**config.mk**
```make
export PLATFORM = sky130hd
export DESIGN_NAME = multi_duration_fsm
export DESIGN_NICKNAME = d
export VERILOG_FILES = /design/src/rtl/multi_duration_fsm_pkg.sv /design/src/rtl/multi_duration_fsm_ch.sv /design/src/rtl/multi_duration_fsm.sv
export SDC_FILE = /design/constraint.sdc
export NUM_CORES = 1
export LEC_CHECK = 0
export BUFFER_PORTS_ARGS = -buffer_cell sky130_fd_sc_hd__buf_4
export CAP_MARGIN = 40
export CORE_ASPECT_RATIO = 1.4
export CORE_MARGIN = 2
export CORE_UTILIZATION = 30
export CTS_CLUSTER_DIAMETER = 80
export CTS_CLUSTER_SIZE = 24
export DETAILED_ROUTE_END_ITERATION = 12
export PLACE_DENSITY = 0.57
export SYNTH_ARGS = -nofsm -noshare
export SYNTH_HDL_FRONTEND = slang
export SYNTH_SLANG_ARGS = --single-unit
```
**constraint.sdc**
```tcl
create_clock -name clk -period 2.55 [get_ports clk]
set_input_delay 0.1275 -clock clk [delete_from_list [all_inputs] [get_ports clk]]
set_output_delay 0.1275 -clock clk [all_outputs]
set_load 0.1 [all_outputs]
```
**src/rtl/multi_duration_fsm_pkg.sv**
```systemverilog
// Shared types and defaults for the multi-channel duration timer.
// Optional feature: DUR_PAUSE_EN adds a per-channel pause input.
package multi_duration_fsm_pkg;

    // Per-channel timer state; encoding is fixed so state can be probed in hardware.
    typedef enum logic [1:0] {
        IDLE   = 2'd0,
        ACTIVE = 2'd1,
        FINISH = 2'd2,
        ABORT  = 2'd3
    } state_t;

    localparam int DEFAULT_NUM_CH = 4;
    localparam int DEFAULT_CNT_W  = 8;

endpackage

```
**src/rtl/multi_duration_fsm_ch.sv**
```systemverilog
// One go/kill/done duration timer channel.
// Optional feature: DUR_PAUSE_EN adds a pause input that freezes counting in ACTIVE.
module duration_fsm_ch
    import multi_duration_fsm_pkg::*;
#(
    parameter int CNT_W = DEFAULT_CNT_W
) (
    input  logic             clk,
    input  logic             rst_n,
    input  logic             go,
    input  logic             kill,
`ifdef DUR_PAUSE_EN
    input  logic             pause,
`endif
    input  logic [CNT_W-1:0] duration,
    output logic             done,
    output logic             aborted,
    output logic             busy,
    output logic             done_set
);

    state_t           state_reg, state_next;
    logic [CNT_W-1:0] cnt_reg, cnt_next;
    logic [CNT_W-1:0] dur_q_reg, dur_q_next;
    logic [CNT_W-1:0] last_cnt;
    logic             advance;

    // A paused channel neither counts nor completes; without the feature it always advances.
`ifdef DUR_PAUSE_EN
    assign advance = ~pause;
`else
    assign advance = 1'b1;
`endif

    // dur_q is never 0 once latched, so this never underflows in ACTIVE.
    assign last_cnt = dur_q_reg - CNT_W'(1);

    // Next-state logic: kill beats completion and pause; go only matters in IDLE.
    always_comb begin
        state_next = state_reg;
        cnt_next   = cnt_reg;
        dur_q_next = dur_q_reg;
        unique case (state_reg)
            IDLE: begin
                if (go && !kill) begin
                    state_next = ACTIVE;
                    dur_q_next = (duration == '0) ? CNT_W'(1) : duration;
                    cnt_next   = '0;
                end
            end
            ACTIVE: begin
                if (kill) begin
                    state_next = ABORT;
                end else if (advance) begin
                    if (cnt_reg == last_cnt) begin
                        state_next = FINISH;
                    end else begin
                        cnt_next = cnt_reg + CNT_W'(1);
                    end
                end
            end
            FINISH: begin
                state_next = IDLE;
            end
            ABORT: begin
                if (!kill) begin
                    state_next = IDLE;
                end
            end
            default: begin
                state_next = IDLE;
            end
        endcase
    end

    // Lets the top register done_any in the same cycle the done flop rises.
    assign done_set = (state_next == FINISH);

    // State, counter and registered status outputs decoded from the next state.
    always_ff @(posedge clk or negedge rst_n) begin
        if (!rst_n) begin
            state_reg <= IDLE;
            cnt_reg   <= '0;
            dur_q_reg <= '0;
            done      <= 1'b0;
            aborted   <= 1'b0;
            busy      <= 1'b0;
        end else begin
            state_reg <= state_next;
            cnt_reg   <= cnt_next;
            dur_q_reg <= dur_q_next;
            done      <= (state_next == FINISH);
            aborted   <= (state_next == ABORT) && (state_reg != ABORT);
            busy      <= (state_next != IDLE);
        end
    end

endmodule

```
**src/rtl/multi_duration_fsm.sv**
```systemverilog
// NUM_CH independent duration timers with a shared done_any flag.
// Optional feature: DUR_PAUSE_EN adds the per-channel pause bus.
module multi_duration_fsm
    import multi_duration_fsm_pkg::*;
#(
    parameter int NUM_CH = DEFAULT_NUM_CH,
    parameter int CNT_W  = DEFAULT_CNT_W
) (
    input  logic                    clk,
    input  logic                    rst_n,
    input  logic [NUM_CH-1:0]       go,
    input  logic [NUM_CH-1:0]       kill,
    input  logic [NUM_CH*CNT_W-1:0] duration,
`ifdef DUR_PAUSE_EN
    input  logic [NUM_CH-1:0]       pause,
`endif
    output logic [NUM_CH-1:0]       done,
    output logic [NUM_CH-1:0]       aborted,
    output logic [NUM_CH-1:0]       busy,
    output logic                    done_any
);

    logic [NUM_CH-1:0] done_set;

    generate
        for (genvar gi = 0; gi < NUM_CH; gi++) begin : g_ch
            duration_fsm_ch #(
                .CNT_W(CNT_W)
            ) u_ch (
                .clk      (clk),
                .rst_n    (rst_n),
                .go       (go[gi]),
                .kill     (kill[gi]),
`ifdef DUR_PAUSE_EN
                .pause    (pause[gi]),
`endif
                .duration (duration[gi*CNT_W +: CNT_W]),
                .done     (done[gi]),
                .aborted  (aborted[gi]),
                .busy     (busy[gi]),
                .done_set (done_set[gi])
            );
        end
    endgenerate

    // Registered OR of the channels' done, aligned with the done flops.
    always_ff @(posedge clk or negedge rst_n) begin
        if (!rst_n) begin
            done_any <= 1'b0;
        end else begin
            done_any <= |done_set;
        end
    end

endmodule

```
[Word level (Yosys, flattened, before mapping)]
Cells that the tools add are included.
Storage, ports and cells
  register bits after elaboration: 85
  input port bits: 42
  output and inout port bits: 13
Cells by class
  $add $sub $neg: 8
  equal/unequal tests: 40
  mux-type cells: 40
  reductions and logical operators: 37
Operators by type and width (number)
  8-bit 2-to-1 mux: 16
  8-bit one-hot mux with 2 select lines: 4
  8-bit by 1-bit adder with 8-bit output, second input constant: 4
  2-bit == test, second input constant: 16
  8-bit == test: 4
  8-bit logical NOT: 4
  2-bit 2-to-1 mux: 16
  2-bit one-hot mux with 4 select lines: 4
  8-bit by 1-bit subtractor with 8-bit output, second input constant: 4
  2-bit != test, second input constant: 12
  4-bit AND reduction: 4
  2-bit nonzero test: 8
  2-bit by 1-bit == test with 1-bit output, second input constant: 4
  1-bit logical AND: 8
  2-bit logical NOT: 4
  2-bit by 1-bit != test with 1-bit output, second input constant: 4
  2-bit AND reduction: 4
  1-bit logical NOT: 4
  4-bit OR reduction: 1

[Depth between registers and ports, before layout]
  depth in word-level cells: 7
  gate-level depth with buffers: 10
  depth with buffers taken out: 9

[Cells and area by module]
A second synthesis with hierarchy kept.
Second synthesis, totals
  cells, all modules: 502
  area, all modules: 4842.1 um2
Modules (own cells, without submodules)
  duration_fsm_ch: instances 4, cells an instance 125, area an instance 1202.4 um2, seq. area each 525.5 um2
  multi_duration_fsm: instances 1, cells an instance 2, area an instance 32.5 um2, seq. area each 25.0 um2

[Least setup slack after synthesis]
OpenSTA, ideal clock, no wires.
  kind: register -> register
  start: reg g_ch[0].u_ch.dur_q_reg[0]
  end: reg g_ch[0].u_ch.cnt_reg[6]
  setup time: 0.124 ns
  arrival time: 2.257 ns
  data required time: 2.426 ns
  setup slack: 0.169 ns
  stages on the path, launching flop included: 11
  cells stage by stage: dfrtp_1 > inv_1 > ha_1 > clkbuf_1 > o21ba_2 > a221oi_1 > a41oi_1 > a211oi_4 > a2111oi_2 > and4_1 > or2_1
Between the ends
  longest elaborated chain between the ends: 4
Ends and longest elaborated chain
  start: declaration: RTL line multi_duration_fsm_ch.sv:24  | logic [CNT_W-1:0] dur_q_reg, dur_q_next;
  start signal: assignment: RTL line multi_duration_fsm_ch.sv:91  | dur_q_reg <= dur_q_next;
  8-bit by 1-bit subtractor with 8-bit output: RTL line multi_duration_fsm_ch.sv:36  | assign last_cnt = dur_q_reg - CNT_W'(1);
  8-bit == test: RTL line multi_duration_fsm_ch.sv:55  | if (cnt_reg == last_cnt) begin
  2-bit != test (no source line)
  4-bit AND reduction (no source line)
  end signal: assignment: RTL line multi_duration_fsm_ch.sv:90  | cnt_reg <= cnt_next;
  end: declaration: RTL line multi_duration_fsm_ch.sv:23  | logic [CNT_W-1:0] cnt_reg, cnt_next;
No other way between the ends.
A chain may end at the register's enable or synchronous reset.

[Worst setup path in the final report]
  start: reg g_ch[3].u_ch.dur_q_reg[0]
  end: reg g_ch[3].u_ch.cnt_reg[1]
Between the ends
  longest elaborated chain between the ends: 4
Ends and longest elaborated chain (RTL line)
  start: declaration: multi_duration_fsm_ch.sv:24
  start signal: assignment: multi_duration_fsm_ch.sv:91
  8-bit by 1-bit subtractor with 8-bit output: multi_duration_fsm_ch.sv:36
  8-bit == test: multi_duration_fsm_ch.sv:55
  2-bit != test (no source line)
  4-bit AND reduction (no source line)
  end signal: assignment: multi_duration_fsm_ch.sv:90
  end: declaration: multi_duration_fsm_ch.sv:23
No other way between the ends.

==> flow_metrics.py <==
metrics = {
    "die": {
        "initial_utilization_pct": 30.8,
        "die_height_microns": 156,
        "fp.dieW_microns": 113,
        "ios": 55,
        "floorplan.die_area_sq_um": 17600,
        "std_cell_rows": 55,
        "floorplan.core_area_sq_um": 16200,
    },
    "clocking": {
        "cts_tree": "built",
        "cts.reportedPaths.clkPinSlew_ps": 70,
        "tritoncts_num_sinks": 85,
        "clkLatencyLatePin_ps": 350,
        "cts_made_buffers": 9,
        "ctsHtreeMaxLevel": 3,
        "cts_root_buffer": "sky130_fd_sc_hd__clkbuf_16",
        "cts_buffer_depth": 2,
    },
    "global_route": {
        "number_of_global_route_vias_before_repair": 4384,
        "maximum_number_of_pins_on_one_net_before_global_route_repair": 49,
        "grt_remaining_overflow": 0,
        "grt_pass1_wl_microns": 19800,
        "grt_antenna_before_repair": 0,
        "grt_usage_pct": 13.7,
    },
    "synthesis": {
        "yosys_most_used_dff": "sky130_fd_sc_hd__dfrtp_1",
        "synth_area_per_cell_sq_um": 9.05,
        "syn-num-nets": 600,
        "yosysSeqAreaShare_pct": 42.7,
        "share_of_the_synthesized_area_in_the_top_cell_type_pct": 42.7,
        "synthCells": 550,
        "asyncSetResetFlopFracSynth_pct": 100,
        "post_synth_num_cell_types": 62,
        "synth_top_cell_by_area": "sky130_fd_sc_hd__dfrtp_1",
        "yosysWarnings": 0,
        "synth-edff-count": 0,
        "synthesized_flop_and_latch_total": 85,
        "mappedNetlistArea_sq_um": 4980,
        "synth.most_common_cell": "sky130_fd_sc_hd__nand2_1",
        "synth.area.top_cells": "sky130_fd_sc_hd__dfrtp_1 (43%), sky130_fd_sc_hd__nand2_1 (6.9%), sky130_fd_sc_hd__xnor2_1 (5.6%), sky130_fd_sc_hd__o21ai_0 (2.5%), sky130_fd_sc_hd__nor2_1 (2.3%)",
        "yosys-top-cells-count": "sky130_fd_sc_hd__nand2_1 (91), sky130_fd_sc_hd__dfrtp_1 (85), sky130_fd_sc_hd__xnor2_1 (32)",
    },
    "power_and_ir_drop": {
        "sw_frac_of_total_pct": 42.5,
        "worst_ir_drop_vdd_mv": 0.547,
        "p_clk_share_pct": 21.5,
        "p_sw_mw": 2.92,
        "pwr-share-seq_pct": 35.8,
        "power_density_nw_per_um2": 1110,
        "share_comb_of_total_power_pct": 42.6,
        "power.static_leakage_nw": 2.76,
        "internal_power_summed_over_all_cells_mw": 3.94,
    },
    "route": {
        "initialDrtViolationCount": 223,
        "residual_antenna_violating_net_count_after_detailed_routing": 0,
        "remaining_drc_errors": 0,
        "vias_per_cell": 5.11,
        "drt_pass1_iterations": 4,
        "avgRoutedWirePerCell_microns": 14.2,
        "routed_wl_microns": 11700,
        "vias": 4205,
    },
    "timing": {
        "setup_violations": 0,
        "fin_crit_ps": 2360,
        "worst_slew_margin_rel_pct": 63.2,
        "finalMaxSlewViolations": 0,
        "hold_viol_final": 0,
        "rsz0062_at_grt": "false",
        "sum_neg_setup_slack_ps": 0,
        "tightestPinTransition_ps": 546,
        "final.period_utilization_pct": 92.7,
        "fmax_mhz": 423,
        "clock_skew_ps": 4.65,
    },
    "placement": {
        "hpwl_microns": 8440,
        "io_port_bufs": 54,
        "detailed_place.area_sq_um": 5570,
        "globalplace.congestion": 0.884,
    },
    "setup_path": {
        "end_kind": "register",
        "timing.critical_path.arrival_ps": 2650,
        "cp_data_required_time_ps": 2830,
        "crit_path_top_delay_cell": "sky130_fd_sc_hd__nor4_4",
        "path_cells": "inv_1 -> ha_1 -> xnor2_1 -> a211oi_1 -> nand2_1 -> nor4_4 -> nor2_2 -> o21ai_1 -> a32o_1",
        "path_max_fanout": 9,
        "critPathLaunchType": "register",
        "critical_path.max_stage_delay_ps": 470,
        "critical_path.top_delay_family": "simple AND/OR/NAND/NOR gates",
        "path_class": "reg -> reg",
        "path_buf_inv": 1,
    },
    "final_layout": {
        "layout.cell_area.non_filler_sq_um": 6150,
        "final.fill_count": 1590,
        "drive_gt1_share_pct": 17.0,
        "nNetsFinal": 669,
        "num_antenna_cells": 0,
        "area_delta_synth_final_pct": 23.7,
    },
    "hold_path": {
        "hp-class": "in -> reg",
    },
    "outcome": {
        "run_status": "finished, final reports clean",
    },
    "flow_run": {
        "max-cap-violations": 0,
    },
}
power groups by stage:
stage	sequential (mW)	clock (mW)	combinational, mW
floorplan	2.25	0	2.44
global placement	2.45	0	2.83
detailed placement	2.47	0	2.89
CTS	2.45	1.52	2.93
global route	2.55	1.55	3.25
finish	2.46	1.48	2.93
cell usage in the layout (no fill, tap or decap), types with 11 or more instances in the layout:
cell and count:
sky130_fd_sc_hd__nand2_1 91, sky130_fd_sc_hd__dfrtp_1 84, sky130_fd_sc_hd__buf_4 62, sky130_fd_sc_hd__xnor2_1 32, sky130_fd_sc_hd__nor2_1 30, sky130_fd_sc_hd__o21ai_0 25, sky130_fd_sc_hd__inv_1 23, sky130_fd_sc_hd__dlygate4sd3_1 23
sky130_fd_sc_hd__a21oi_1 21, sky130_fd_sc_hd__nor3_1 18, sky130_fd_sc_hd__nand4_1 13, sky130_fd_sc_hd__xor2_1 12, sky130_fd_sc_hd__nand3_1 11, sky130_fd_sc_hd__and3_1 11
metrics by stage:
stage	std cells	setup WS [ps]	hold slack [ps]	total power, mW	util, %
floorplan	550	169	-168	4.69	-
global placement	784	111	145	5.28	34.4
detailed placement	784	24.1	154	5.36	34.4
CTS	822	15.2	2.91	6.90	37.8
global route	823	4.98	13.3	7.35	38.1
finish	823	185	3.52	6.86	38.1
layout make-up:
cell class / count / area (sq um) / area share [%]
Clock buffer: 10 / 239 / 3.88
Clock inverter: 6 / 93.8 / 1.52
Inverter: 23 / 86.3 / 1.40
Multi-Input combinational cell: 414 / 2640 / 42.9
Sequential cell: 85 / 2130 / 34.6
Tap cell: 199 / 249 / 4.05
Timing Repair Buffer: 86 / 716 / 11.6
tightest hold or removal path, delay by kind of cell:
kind                   cells  cell delay, ps
AO/OA/AOI/OAI              1              60
buffers and inverters      1              80
AND/OR/NAND/NOR            1              40
worst paths after layout:
check	startpoint	endpoint	depth (start not counted)	slack (ps)
worst max-delay path	g_ch[3].u_ch.dur_q_reg[0]	g_ch[3].u_ch.cnt_reg[1]	9	190
max in group asynchronous	rst_n	g_ch[0].u_ch.dur_q_reg[0]	3	1610
min in group asynchronous	rst_n	g_ch[3].u_ch.dur_q_reg[4]	2	290
worst max register to register	g_ch[3].u_ch.dur_q_reg[0]	g_ch[3].u_ch.cnt_reg[1]	9	190
worst min-delay path	duration[26]	g_ch[3].u_ch.dur_q_reg[2]	3	4
worst min register to register	g_ch[2].u_ch.dur_q_reg[7]	g_ch[2].u_ch.dur_q_reg[7]	2	500
metal layers:
layer | global-route usage, % | vias up | wire, microns
met4 | 5.40 | 0 | 256
met2 | 24.7 | 78 | 5960
met1 | 15.8 | 2031 | 5040
met5 | 0 | - | 0
li1 | - | 2075 | -
met3 | 2.87 | 21 | 408
cell families after synthesis:
group / synth area share (%)
AND/OR/NAND/NOR: 26.5
AO/OA/AOI/OAI: 13.2
flip-flops: 42.7
buffers and inverters: 4.75
XOR/XNOR: 7.74
multiplexers: 2.79
adder cells (fa/ha/maj): 2.21
repair_timing:
item                                   in CTS  in global routing
setup buffers                               0                  0
gates resized for setup                     0                  6
endpoints found under the hold margin      58                  1
hold buffers                               22                  1
setup endpoints to repair                   0                  9
Power figures use the tool's default switching activity.
